`src/rtl/button_pkg.sv`:
```
// Shared types for the push-button front end: per-channel press FSM codes.
package button_pkg;

  localparam int BTN_STATE_W = 2;

  typedef enum logic [1:0] {
    IDLE    = 2'd0,
    PRESS   = 2'd1,
    HELD    = 2'd2,
    RELEASE = 2'd3
  } btn_state_t;

endpackage

```
`src/rtl/button_channel.sv`:
```
// One push-button channel: synchroniser, counter debounce, press FSM and auto-repeat.
module button_channel
  import button_pkg::*;
#(
  parameter int ACTIVE_LOW      = 1,
  parameter int SYNC_STAGES     = 2,
  parameter int DEBOUNCE_CYCLES = 250000,
  parameter int REPEAT_EN       = 1,
  parameter int REPEAT_DELAY    = 25000000,
  parameter int REPEAT_PERIOD   = 5000000
) (
  input  logic       CLOCK_50,
  input  logic       reset_n,
  input  logic       btn_raw,
  output logic       level,
  output logic       press,
  output logic       release_pulse,
  output logic       repeat_pulse,
  output btn_state_t state
);

  localparam int DB_W    = $clog2(DEBOUNCE_CYCLES + 1);
  localparam int RPT_MAX = (REPEAT_DELAY > REPEAT_PERIOD) ? REPEAT_DELAY : REPEAT_PERIOD;
  localparam int RPT_W   = $clog2(RPT_MAX + 1);

  localparam logic              RAW_IDLE  = (ACTIVE_LOW != 0);
  localparam logic [DB_W-1:0]   DB_LAST   = DB_W'(DEBOUNCE_CYCLES - 1);
  localparam logic [RPT_W-1:0]  RPT_FIRST = RPT_W'(REPEAT_DELAY);
  localparam logic [RPT_W-1:0]  RPT_NEXT  = RPT_W'(REPEAT_PERIOD);

  logic [SYNC_STAGES-1:0] sync_p0;
  logic                   act_p0;
  logic [DB_W-1:0]        db_cnt_p1;
  logic                   level_p1;
  btn_state_t             state_p2;
  logic [RPT_W-1:0]       rpt_cnt_p2;
  logic                   rpt_first_p2;
  logic [RPT_W-1:0]       rpt_tgt_p2;
  logic                   rpt_hit_p2;

  // Counter is bounded by its target: after a pulse it restarts at 1 so the
  // next hit lands exactly one period later, never wrapping on long holds.
  function automatic logic [RPT_W-1:0] rpt_next(input logic [RPT_W-1:0] cnt,
                                                input logic             hit);
    return hit ? RPT_W'(1) : cnt + RPT_W'(1);
  endfunction

  assign act_p0     = (ACTIVE_LOW != 0) ? ~sync_p0[SYNC_STAGES-1] : sync_p0[SYNC_STAGES-1];
  assign rpt_tgt_p2 = rpt_first_p2 ? RPT_FIRST : RPT_NEXT;
  assign rpt_hit_p2 = (state_p2 == HELD) && (rpt_cnt_p2 == rpt_tgt_p2);

  always_ff @(posedge CLOCK_50) begin
    if (!reset_n) begin
      sync_p0      <= {SYNC_STAGES{RAW_IDLE}};
      db_cnt_p1    <= '0;
      level_p1     <= 1'b0;
      state_p2     <= IDLE;
      rpt_cnt_p2   <= '0;
      rpt_first_p2 <= 1'b1;
    end else begin
      // stage p0: metastability synchroniser
      sync_p0 <= {sync_p0[SYNC_STAGES-2:0], btn_raw};

      // stage p1: debounce, level flips after DEBOUNCE_CYCLES straight disagreements
      if (act_p0 == level_p1) begin
        db_cnt_p1 <= '0;
      end else if (db_cnt_p1 == DB_LAST) begin
        level_p1  <= ~level_p1;
        db_cnt_p1 <= '0;
      end else begin
        db_cnt_p1 <= db_cnt_p1 + DB_W'(1);
      end

      // stage p2: press FSM and repeat timer
      case (state_p2)
        IDLE:    state_p2 <= level_p1 ? PRESS : IDLE;
        PRESS:   state_p2 <= level_p1 ? HELD : RELEASE;
        HELD:    state_p2 <= level_p1 ? HELD : RELEASE;
        RELEASE: state_p2 <= level_p1 ? PRESS : IDLE;
        default: state_p2 <= IDLE;
      endcase

      if (state_p2 != HELD) begin
        rpt_cnt_p2   <= '0;
        rpt_first_p2 <= 1'b1;
      end else begin
        rpt_cnt_p2 <= rpt_next(rpt_cnt_p2, rpt_hit_p2);
        if (rpt_hit_p2) rpt_first_p2 <= 1'b0;
      end
    end
  end

  assign level         = level_p1;
  assign state         = state_p2;
  assign press         = (state_p2 == PRESS);
  assign release_pulse = (state_p2 == RELEASE);
  assign repeat_pulse  = (REPEAT_EN != 0) && rpt_hit_p2;

endmodule

```
`src/rtl/button_conditioner.sv`:
```
// N-channel push-button front end; independent channels packed onto flat buses.
module button_conditioner
  import button_pkg::*;
#(
  parameter int N               = 4,
  parameter int ACTIVE_LOW      = 1,
  parameter int SYNC_STAGES     = 2,
  parameter int DEBOUNCE_CYCLES = 250000,
  parameter int REPEAT_EN       = 1,
  parameter int REPEAT_DELAY    = 25000000,
  parameter int REPEAT_PERIOD   = 5000000
) (
  input  logic                     CLOCK_50,
  input  logic                     reset_n,
  input  logic [N-1:0]             btn_raw,
  output logic [N-1:0]             level,
  output logic [N-1:0]             press,
  output logic [N-1:0]             release_pulse,
  output logic [N-1:0]             repeat_pulse,
  output logic [BTN_STATE_W*N-1:0] state
);

  for (genvar i = 0; i < N; i++) begin : g_ch
    btn_state_t ch_state;

    button_channel #(
      .ACTIVE_LOW      (ACTIVE_LOW),
      .SYNC_STAGES     (SYNC_STAGES),
      .DEBOUNCE_CYCLES (DEBOUNCE_CYCLES),
      .REPEAT_EN       (REPEAT_EN),
      .REPEAT_DELAY    (REPEAT_DELAY),
      .REPEAT_PERIOD   (REPEAT_PERIOD)
    ) u_channel (
      .CLOCK_50      (CLOCK_50),
      .reset_n       (reset_n),
      .btn_raw       (btn_raw[i]),
      .level         (level[i]),
      .press         (press[i]),
      .release_pulse (release_pulse[i]),
      .repeat_pulse  (repeat_pulse[i]),
      .state         (ch_state)
    );

    assign state[BTN_STATE_W*i +: BTN_STATE_W] = ch_state;
  end

endmodule

```
`config.mk`:
```
export PLATFORM = sky130hd
export DESIGN_NAME = button_conditioner
export DESIGN_NICKNAME = d
export VERILOG_FILES = /design/src/rtl/button_pkg.sv /design/src/rtl/button_channel.sv /design/src/rtl/button_conditioner.sv
export SDC_FILE = /design/constraint.sdc
export NUM_CORES = 1
export LEC_CHECK = 0
export CAP_MARGIN = 10
export CORE_MARGIN = 5
export CORE_UTILIZATION = 46
export CTS_CLUSTER_SIZE = 30
export DETAILED_ROUTE_END_ITERATION = 16
export GPL_ROUTABILITY_DRIVEN = 0
export PLACE_DENSITY = 0.73
export SYNTH_ARGS = -nofsm -noshare
export SYNTH_HDL_FRONTEND = slang
export SYNTH_SLANG_ARGS = --single-unit
```
`constraint.sdc`:
```
create_clock -name CLOCK_50 -period 3.05 [get_ports CLOCK_50]
set_input_delay 0.4575 -clock CLOCK_50 [delete_from_list [all_inputs] [get_ports CLOCK_50]]
set_output_delay 0.4575 -clock CLOCK_50 [all_outputs]
set_load 0.05 [all_outputs]
```
## Yosys cells after proc, flatten, opt, wreduce, memory -nomap -nowiden

Cells that the tools add are included.

- Register bits after elaboration: 196
- Latch bits: 0
- Memory bits (writable): 0
- Bits in read-only memories: 0
- Word-level logic and storage cells: 129
- Memories: 0

- Add/sub/neg operators: 8
- Multiply operators: 0
- Div/mod/pow operators: 0
- Magnitude comparators: 0
- Eq/ne operators: 28
- Shift operators: 0
- Muxes and demuxes: 20
- Bitwise gates (word level): 13
- Reduce and logical (&&, ||, !) cells: 32

Operator list:

| operator | count |
|---|---|
| adder 25 x 1 -> 25 bit (second input constant) | 4 |
| equality test 25 bit | 4 |
| 2-to-1 mux 25 bit | 4 |
| adder 18 x 1 -> 18 bit (second input constant) | 4 |
| equality test 18 bit (second input constant) | 4 |
| OR reduction 2 bit | 12 |
| OR reduction 3 bit | 8 |
| equality test 2 bit (second input constant) | 8 |
| one-hot mux 2 bit (2 select lines) | 4 |
| inverter 1 bit | 13 |
| 2-to-1 mux 1 bit | 12 |
| equality test 2 x 1 -> 1 bit (second input constant) | 4 |
| logical NOT 2 bit | 4 |
| != test 2 bit (second input constant) | 4 |
| AND reduction 2 bit | 4 |
| equality test 1 bit | 4 |
| logical AND 1 bit | 4 |

## Logic depth before layout (Yosys ltp)

Gate-level depths: netlist of run 1.

- Depth in word-level cells: 4
- Gate-level depth with buffers: 7

## Hierarchy

Synthesis of run 1 repeated with hierarchy kept, for this count alone.

- Cells, all modules: 1060
- Area total of the unflattened synthesis: 9183.8 sq um

By module, submodules not included:

| module | times used | cells an instance | area each (sq um) |
|---|---|---|---|
| button_channel | 4 | 265 | 2296.0 |

## Least setup slack after synthesis of run 1

No wires, ideal clock.

- Path type: register -> output
- Start: reg g_ch[3].u_channel.rpt_cnt_p2[8]
- End: out repeat_pulse[3]
- Arrival: 1995 ps
- Path slack: 598 ps
- Stages on the path, launching flop included: 7
- Cell sequence: dfxtp_1 > or3b_1 > or4_1 > a2111o_1 > inv_2 > buf_4 > buf_4

- Longest elaborated chain between the ends: 2

Ends and longest elaborated chain:

| element | RTL line | text |
|---|---|---|
| start: declaration | button_channel.sv:36 | `logic [RPT_W-1:0] rpt_cnt_p2;` |
| start signal: assignment | button_channel.sv:87 | `rpt_cnt_p2 <= rpt_next(rpt_cnt_p2, rpt_hit_p2);` |
| equality test 25 bit | button_channel.sv:50 | `assign rpt_hit_p2 = (state_p2 == HELD) && (rpt_cnt_p2 == rpt_tgt_p2);` |
| logical AND 1 bit | button_channel.sv:50 |  |
| end: declaration | button_conditioner.sv:19 | `output logic [N-1:0] repeat_pulse,` |

Every way passes these cells.

## Worst setup path in the final report of run 1

Ends and elaborated chain as after synthesis.

==> run_summary.xml, run 1 <==
<?xml version="1.0" encoding="UTF-8"?>
<metrics>
  <group name="detailed_routing">
    <metric name="ant_nets" unit="">0</metric>
    <metric name="detail_route.drc_violations" unit="">0</metric>
    <metric name="wirelength" unit="µm">18150</metric>
    <metric name="drt_iter0_drc" unit="">400</metric>
    <metric name="drt_pre_antenna_iters" unit="">4</metric>
    <metric name="routed-via-count" unit="">7486</metric>
    <metric name="route.detailed.wl_per_inst" unit="µm">13.45</metric>
    <metric name="post_drt_via_cell_ratio" unit="">5.549</metric>
  </group>
  <group name="yosys">
    <metric name="synthesized_cell_area" unit="µm²">9376</metric>
    <metric name="syn_avg_cell_area" unit="µm²">8.779</metric>
    <metric name="yosys-top-cells-area" unit="">sky130_fd_sc_hd__dfxtp_1 (42%), sky130_fd_sc_hd__xnor2_1 (5.9%), sky130_fd_sc_hd__xor2_1 (4.4%)</metric>
    <metric name="ys_ff_latch" unit="">196</metric>
    <metric name="synthDistinctLibCells" unit="">55</metric>
    <metric name="ys_async_sr_fraction" unit="%">0</metric>
    <metric name="yosys_warnings" unit="">0</metric>
    <metric name="yosysSeqAreaShare" unit="%">41.85</metric>
    <metric name="post_synth_inst_count" unit="">1068</metric>
    <metric name="synth_edf_count" unit="">0</metric>
    <metric name="post-synth-top-area-cell" unit="">sky130_fd_sc_hd__dfxtp_1</metric>
    <metric name="synth_fp_nets" unit="">1098</metric>
    <metric name="dominantRegCellSynth" unit="">sky130_fd_sc_hd__dfxtp_1</metric>
    <metric name="synth_largest_type_area_fraction" unit="%">41.85</metric>
  </group>
  <group name="sta">
    <metric name="achievable_clock_frequency" unit="MHz">367.3</metric>
    <metric name="rsz0062_at_grt" unit="">no</metric>
    <metric name="final-hold-violation-count" unit="">0</metric>
    <metric name="fin_worst_skew" unit="ns">0.007147</metric>
    <metric name="period_minus_ws_final" unit="ns">2.723</metric>
    <metric name="worst_relative_slew_slack" unit="%">56.50</metric>
    <metric name="setup_viol" unit="">0</metric>
    <metric name="final_slew_violations" unit="">0</metric>
    <metric name="fin_crit_sh" unit="%">89.28</metric>
    <metric name="fin_setup_tns" unit="ns">0</metric>
    <metric name="worst-slew-pin-transition" unit="ns">0.6482</metric>
  </group>
  <group name="power">
    <metric name="power_per_cell_area" unit="nW/µm²">532.5</metric>
    <metric name="peakVddDrop" unit="mV">0.3919</metric>
    <metric name="pwr-share-comb" unit="%">10.4</metric>
    <metric name="swShare" unit="%">24.98</metric>
    <metric name="power_frac_clock" unit="%">41.3</metric>
    <metric name="power_leakage" unit="nW">3.001</metric>
    <metric name="intPower" unit="W">0.004164</metric>
    <metric name="seqPwrFrac" unit="%">48.2</metric>
    <metric name="total_switching_power" unit="W">0.001386</metric>
  </group>
  <group name="floorplanning">
    <metric name="ioPinCount" unit="">30</metric>
    <metric name="die_width" unit="µm">152.8</metric>
    <metric name="initial_utilization" unit="%">46.49</metric>
    <metric name="num_rows" unit="">52</metric>
    <metric name="design.core.area" unit="µm²">20170</metric>
    <metric name="overall_die_area" unit="µm²">23340</metric>
    <metric name="die_height" unit="µm">152.8</metric>
  </group>
  <group name="placed_design">
    <metric name="port-buffer-count" unit="">29</metric>
    <metric name="detailed_place.area" unit="µm²">9819</metric>
    <metric name="dp_cells" unit="">1319</metric>
    <metric name="detailed_place_hpwl" unit="µm">12640</metric>
  </group>
  <group name="critical_path">
    <metric name="critical_path_peak_fanout" unit="">7</metric>
    <metric name="setup.worst_path.class" unit="">register to output pin</metric>
    <metric name="required_time_at_the_endpoint_of_the_critical_path" unit="ns">2.59</metric>
    <metric name="setup.worst_path.end_class" unit="">output pin</metric>
    <metric name="critical_path_arrival" unit="ns">2.27</metric>
    <metric name="worst_setup_path_start_kind" unit="">register</metric>
  </group>
  <group name="grt">
    <metric name="globalRouteOverflowTotal" unit="">0</metric>
    <metric name="initial_antenna_violation_count" unit="">0</metric>
    <metric name="vias_in_the_first_global_route" unit="">6934</metric>
    <metric name="grt_use_total" unit="%">15.75</metric>
    <metric name="global_route_wire_length_before_repair" unit="µm">32080</metric>
    <metric name="largest_net_degree_at_the_start_of_global_routing" unit="">27</metric>
  </group>
  <group name="cts">
    <metric name="tritoncts" unit="">built</metric>
    <metric name="cts_hold_repair.buffers" unit="">0</metric>
    <metric name="clkSlewWorstSetupHoldPaths" unit="ns">0.07</metric>
    <metric name="htree_depth" unit="">4</metric>
    <metric name="clk_latency" unit="ns">0.43</metric>
    <metric name="clock_tree.root_cell" unit="">sky130_fd_sc_hd__clkbuf_16</metric>
    <metric name="cts.repair_timing.setup_buffer_count" unit="">0</metric>
    <metric name="postCtsResizedCells" unit="">0</metric>
    <metric name="cts.path.max_buffers" unit="">2</metric>
    <metric name="numClockSinks" unit="">196</metric>
    <metric name="tritoncts.num_buffers" unit="">17</metric>
  </group>
  <group name="finish">
    <metric name="finish.cell_count_without_fillers" unit="">1349</metric>
    <metric name="antenna_cells_inserted" unit="">0</metric>
    <metric name="nNetsFinal" unit="">1099</metric>
    <metric name="drive_above_1_share" unit="%">5.931</metric>
    <metric name="design_area" unit="µm²">10420</metric>
    <metric name="postLayoutCoreUtil" unit="%">51.67</metric>
    <metric name="layout-area-overhead-vs-synth" unit="%">11.16</metric>
  </group>
  <group name="run_status">
    <metric name="run_status" unit="">completed</metric>
  </group>
  <group name="worst_hold_path">
    <metric name="hold_class" unit="">register to register</metric>
  </group>
  <group name="job">
    <metric name="drv.max_cap_violation_count" unit="">0</metric>
  </group>
</metrics>
metrics by stage:
stage	setup WS, ns	power (W)	hold WS, ns
after global placement	0.7882	0.003314	0.3932
after floorplan	0.5980	0.003138	0.3863
final	0.3271	0.005550	0.4077
after global routing	0.2068	0.005771	0.4421
after detailed placement	0.7053	0.003321	0.3984
after CTS	0.3144	0.005610	0.4128
logic make-up after synthesis:
kind of cell	Yosys count	share of synthesized area (%)
compound gates	130	9.408
xor+xnor	110	10.27
fa+ha+maj	24	3.203
buf+inv	103	5.164
flops	196	41.85
simple gates	505	30.10
state kept, by name (all words and copies together) (netlist names):
register,cells
g_ch.u_channel.rpt_cnt_p2,100
g_ch.u_channel.db_cnt_p1,72
g_ch.u_channel.state,8
g_ch.u_channel.sync_p0,8
g_ch.u_channel.level,4
g_ch.u_channel.rpt_first_p2,4
layout by cell type, fill, tap and decap left out, drive strengths merged, types with 41 or more instances in the layout:
| master | count |
|---|---|
| dfxtp | 196 |
| inv | 42 |
| nand2 | 61 |
| nand3 | 55 |
| nand4 | 62 |
| nor2 | 81 |
| nor3 | 79 |
| or3 | 41 |
| xnor2 | 63 |
| xor2 | 47 |
layer usage:
metal	GRT usage, %	share of wire (%)
met4	4.922	1.1
met2	25.63	47
met1	21.49	49
met5	0	0
met3	2.641	3.1
cells in the mapped netlist, types with 3 or more instances:
cell                       instances
sky130_fd_sc_hd__xor2_1           47
sky130_fd_sc_hd__and4_1           15
sky130_fd_sc_hd__inv_1            38
sky130_fd_sc_hd__nor4_1           27
sky130_fd_sc_hd__xnor2_1          63
sky130_fd_sc_hd__o31ai_1          16
sky130_fd_sc_hd__buf_2            12
sky130_fd_sc_hd__dfxtp_1         196
sky130_fd_sc_hd__nand4_1          59
sky130_fd_sc_hd__clkbuf_1         29
sky130_fd_sc_hd__ha_1             24
sky130_fd_sc_hd__nor4bb_1          3
sky130_fd_sc_hd__and2_1            6
sky130_fd_sc_hd__a21oi_1          23
sky130_fd_sc_hd__nand3b_1          3
sky130_fd_sc_hd__a21o_1            3
sky130_fd_sc_hd__nand4b_1          3
sky130_fd_sc_hd__nand2_1          61
sky130_fd_sc_hd__or4_1            26
sky130_fd_sc_hd__o21ai_0          35
sky130_fd_sc_hd__and3_1           11
sky130_fd_sc_hd__nor3_1           79
sky130_fd_sc_hd__a211oi_2          3
sky130_fd_sc_hd__a211oi_1         33
sky130_fd_sc_hd__nor3b_1           4
sky130_fd_sc_hd__buf_4            20
sky130_fd_sc_hd__or4_4             3
sky130_fd_sc_hd__nand2b_1          9
sky130_fd_sc_hd__nand3_1          54
sky130_fd_sc_hd__nor4b_1           9
sky130_fd_sc_hd__nor2_1           81
sky130_fd_sc_hd__or3_1            41
power groups by stage:
stage               combinational (W)  clock [W]  sequential, W
floorplan                    0.000297          0        0.00284
global placement             0.000580          0        0.00273
detailed placement           0.000586          0        0.00273
CTS                          0.000587    0.00235        0.00268
global route                 0.000628    0.00246        0.00268
finish                       0.000579    0.00229        0.00268
final cells by class:
type	count	area [µm²]
clock buffer	20	436.7
tap	270	337.8
multi-input combinational	769	4969
inverter	41	153.9
clock inverter	9	155.1
timing repair buffer	44	446.7
fill	1896	9747
sequential	196	3924
path summary, 6_finish.rpt:
path | slack [ns] | cells after the start | endpoint | startpoint
max | 0.33 | 5 | repeat_pulse[3] | g_ch[3].u_channel.rpt_cnt_p2[8]$_SDFF_PP0_
min | 0.41 | 1 | g_ch[1].u_channel.sync_p0[1]$_SDFF_PN1_ | g_ch[1].u_channel.sync_p0[0]$_SDFF_PN1_
max reg2reg | 0.78 | 5 | g_ch[1].u_channel.rpt_cnt_p2[18]$_SDFF_PP0_ | g_ch[1].u_channel.rpt_cnt_p2[0]$_SDFF_PP0_
min reg2reg | 0.41 | 1 | g_ch[1].u_channel.sync_p0[1]$_SDFF_PN1_ | g_ch[1].u_channel.sync_p0[0]$_SDFF_PN1_
critical path, stage by stage, from the launching register on:
cell and delay (ns):
sky130_fd_sc_hd__dfxtp_1 0.36, sky130_fd_sc_hd__or3b_1 0.38, sky130_fd_sc_hd__or4_1 0.40, sky130_fd_sc_hd__a2111o_1 0.47
sky130_fd_sc_hd__inv_2 0.10, sky130_fd_sc_hd__buf_12 0.13
Note: power is estimated with default switching activity, not from simulation.
==> inputs of run 2 (changes only) <==
--- a/config.mk
+++ b/config.mk
@@ -6,7 +6,6 @@
 export NUM_CORES = 1
 export LEC_CHECK = 0
 export CAP_MARGIN = 10
-export CORE_MARGIN = 5
 export CORE_UTILIZATION = 46
 export CTS_CLUSTER_SIZE = 30
 export DETAILED_ROUTE_END_ITERATION = 16
==> constraint.sdc (replaced) <==
create_clock -name CLOCK_50 -period 3.05 [get_ports CLOCK_50]
set_input_delay 0.4575 -clock CLOCK_50 [delete_from_list [all_inputs] [get_ports CLOCK_50]]
set_output_delay 0.4575 -clock CLOCK_50 [all_outputs]
set_load 0.01 [all_outputs]
==> run_summary.xml, run 2 (synthesized netlist as in run 1, its figures left out) <==
<?xml version="1.0" encoding="UTF-8"?>
<metrics>
  <group name="floorplanning">
    <metric name="ioPinCount" unit="">30</metric>
    <metric name="initial_utilization" unit="%">47.55</metric>
    <metric name="design.core.area" unit="µm²">19720</metric>
    <metric name="num_rows" unit="">51</metric>
    <metric name="overall_die_area" unit="µm²">20960</metric>
    <metric name="die_height" unit="µm">144.8</metric>
    <metric name="die_width" unit="µm">144.8</metric>
  </group>
  <group name="critical_path">
    <metric name="critical_path_peak_fanout" unit="">7</metric>
    <metric name="setup.worst_path.end_class" unit="">output pin</metric>
    <metric name="cp_cell_sequence" unit="">nand4b_1 &gt; or4_1 &gt; a2111o_1 &gt; inv_2 &gt; clkdlybuf4s50_1</metric>
    <metric name="worst_setup_path_start_kind" unit="">register</metric>
    <metric name="required_time_at_the_endpoint_of_the_critical_path" unit="ns">2.59</metric>
    <metric name="crit_path_top_delay_cell" unit="">sky130_fd_sc_hd__clkdlybuf4s50_1</metric>
    <metric name="timing.critical_path.slowest_cell_delay" unit="ns">0.52</metric>
    <metric name="r2r_setup_slack" unit="ns">0.71</metric>
    <metric name="setup.worst_path.class" unit="">register to output pin</metric>
    <metric name="critical_path_arrival" unit="ns">2.57</metric>
  </group>
  <group name="sta">
    <metric name="fin_worst_skew" unit="ns">0.01159</metric>
    <metric name="achievable_clock_frequency" unit="MHz">330.1</metric>
    <metric name="fin_crit_sh" unit="%">99.31</metric>
    <metric name="worst-slew-pin-transition" unit="ns">0.5558</metric>
    <metric name="rsz0062_at_grt" unit="">yes</metric>
    <metric name="finalWorstSetupSlack" unit="ns">0.02092</metric>
    <metric name="fin_setup_tns" unit="ns">0</metric>
    <metric name="setup_viol" unit="">0</metric>
    <metric name="final-hold-violation-count" unit="">0</metric>
    <metric name="final_slew_violations" unit="">0</metric>
    <metric name="period_minus_ws_final" unit="ns">3.029</metric>
    <metric name="worst_relative_slew_slack" unit="%">62.60</metric>
  </group>
  <group name="finish">
    <metric name="antenna_cells_inserted" unit="">0</metric>
    <metric name="seqCellArea" unit="µm²">3930</metric>
    <metric name="fillCellCount" unit="">1817</metric>
    <metric name="flip_flop_count_of_the_largest_register_after_layout" unit="">100</metric>
    <metric name="layout-area-overhead-vs-synth" unit="%">10.64</metric>
    <metric name="area_occupied_by_multi_input_gates" unit="µm²">4969</metric>
    <metric name="nNetsFinal" unit="">1099</metric>
    <metric name="layout_top_registers" unit="">g_ch.u_channel.rpt_cnt_p2 x100, g_ch.u_channel.db_cnt_p1 x72</metric>
    <metric name="finish.cell_count_without_fillers" unit="">1347</metric>
    <metric name="layout.cells.most_common" unit="">sky130_fd_sc_hd__dfxtp_1</metric>
    <metric name="drive_above_1_share" unit="%">6.562</metric>
    <metric name="design_area" unit="µm²">10370</metric>
    <metric name="regMostFlops" unit="">g_ch.u_channel.rpt_cnt_p2</metric>
    <metric name="layout_common_cells" unit="">sky130_fd_sc_hd__dfxtp_1 (191), sky130_fd_sc_hd__nor2_1 (81), sky130_fd_sc_hd__nor3_1 (79), sky130_fd_sc_hd__xnor2_1 (63), sky130_fd_sc_hd__nand2_1 (61)</metric>
  </group>
  <group name="cts">
    <metric name="tritoncts" unit="">built</metric>
    <metric name="cts.path.max_buffers" unit="">2</metric>
    <metric name="htree_depth" unit="">4</metric>
    <metric name="tritoncts.num_buffers" unit="">17</metric>
    <metric name="numClockSinks" unit="">196</metric>
    <metric name="clkSlewWorstSetupHoldPaths" unit="ns">0.08</metric>
    <metric name="cts_hold_repair.buffers" unit="">0</metric>
    <metric name="clk_latency" unit="ns">0.44</metric>
    <metric name="clock_tree.root_cell" unit="">sky130_fd_sc_hd__clkbuf_16</metric>
  </group>
  <group name="placed_design">
    <metric name="dp_cells" unit="">1314</metric>
    <metric name="pre_cts_slack" unit="ns">0.4032</metric>
    <metric name="detailed_place.area" unit="µm²">9773</metric>
    <metric name="detailed_place_hpwl" unit="µm">12390</metric>
    <metric name="port-buffer-count" unit="">29</metric>
  </group>
  <group name="grt">
    <metric name="vias_in_the_first_global_route" unit="">6755</metric>
    <metric name="largest_net_degree_at_the_start_of_global_routing" unit="">27</metric>
    <metric name="globalRouteOverflowTotal" unit="">0</metric>
    <metric name="initial_antenna_violation_count" unit="">0</metric>
    <metric name="global_route_wire_length_before_repair" unit="µm">30910</metric>
    <metric name="grt_use_total" unit="%">18.14</metric>
  </group>
  <group name="detailed_routing">
    <metric name="ant_nets" unit="">0</metric>
    <metric name="drt_pre_antenna_iters" unit="">4</metric>
    <metric name="routed-via-count" unit="">7491</metric>
    <metric name="detail_route.drc_violations" unit="">0</metric>
    <metric name="post_drt_via_cell_ratio" unit="">5.561</metric>
    <metric name="route.detailed.wl_per_inst" unit="µm">13.39</metric>
    <metric name="drt_iter0_drc" unit="">442</metric>
    <metric name="wirelength" unit="µm">18040</metric>
  </group>
  <group name="worst_hold_path">
    <metric name="hold_class" unit="">register to register</metric>
  </group>
  <group name="job">
    <metric name="drv.max_cap_violation_count" unit="">0</metric>
  </group>
  <group name="run_status">
    <metric name="run_status" unit="">completed</metric>
  </group>
  <group name="power">
    <metric name="peakVddDrop" unit="mV">0.3930</metric>
    <metric name="power_leakage" unit="nW">2.985</metric>
    <metric name="total_power" unit="W">0.005294</metric>
    <metric name="power_per_cell_area" unit="nW/µm²">510.3</metric>
  </group>
</metrics>
[run 2: changes by cell type in the layout (fill, tap and decap cells not counted), moves of 2 or more]
cell	previous run	this run
sky130_fd_sc_hd__clkinv_4	0	3
sky130_fd_sc_hd__clkbuf_1	3	0
sky130_fd_sc_hd__dfxtp_1	196	191
sky130_fd_sc_hd__inv_8	0	2
sky130_fd_sc_hd__clkdlybuf4s50_1	25	28
sky130_fd_sc_hd__inv_6	2	6
sky130_fd_sc_hd__dfxtp_2	0	5
sky130_fd_sc_hd__bufinv_16	4	1
sky130_fd_sc_hd__buf_12	4	0
sky130_fd_sc_hd__clkinv_2	2	0
[run 2: final timing paths]
check,start,to,depth (start not counted)
worst max-delay path,g_ch[2].u_channel.rpt_cnt_p2[8]$_SDFF_PP0_,repeat_pulse[2],5
worst min-delay path,g_ch[0].u_channel.sync_p0[0]$_SDFF_PN1_,g_ch[0].u_channel.sync_p0[1]$_SDFF_PN1_,1
worst max register to register,g_ch[1].u_channel.rpt_cnt_p2[5]$_SDFF_PP0_,g_ch[1].u_channel.rpt_cnt_p2[23]$_SDFF_PP0_,4
worst min register to register,g_ch[0].u_channel.sync_p0[0]$_SDFF_PN1_,g_ch[0].u_channel.sync_p0[1]$_SDFF_PN1_,1
[run 2: layout make-up]
| type | instances | area share, % |
|---|---|---|
| multi-input cells | 769 | 47.90 |
| flip-flops and latches | 196 | 37.88 |
| clock buffers | 17 | 4.101 |
| repair buffers | 44 | 3.872 |
| well taps | 265 | 3.196 |
| clock inverters | 15 | 1.568 |
| inverters | 41 | 1.484 |
[run 2: layer usage]
| layer | global-route usage (%) | vias up | share of wire [%] |
|---|---|---|---|
| li1 | - | 3897 | - |
| met1 | 24.29 | 3481 | 51 |
| met2 | 29.02 | 90 | 45 |
| met3 | 3.356 | 23 | 2.4 |
| met4 | 6.648 | 0 | 1.5 |
| met5 | 0 | - | 0 |
[run 2: power by group]
part           switching (W)  leakage [nW]  total (W)  internal [W]
clock network        0.00105         0.282    0.00222       0.00116
registers          0.0000603          1.58    0.00267       0.00261
logic               0.000217          1.12   0.000407      0.000190
[run 2: critical path, delay by kind of cell (launching register included)]
kind / cells / cell delay [ns]
AOI/OAI and AO/OA: 1 / 0.46
buffers and inverters: 2 / 0.61
DFF: 1 / 0.39
and+or+nand+nor: 2 / 0.68
[run 2: what timing repair did]
action                     CTS  global route
setup endpoints to repair    1             3
setup buffers                0             0
resized for setup            2             4
pin swaps                    1             0
[run 2: per-stage QoR]
stage               util, %  hold slack [ns]
floorplan                 -           0.3863
global placement      49.57           0.3929
detailed placement    49.57           0.3948
CTS                   52.55           0.4115
global route          52.61           0.4317
finish                52.61           0.4099
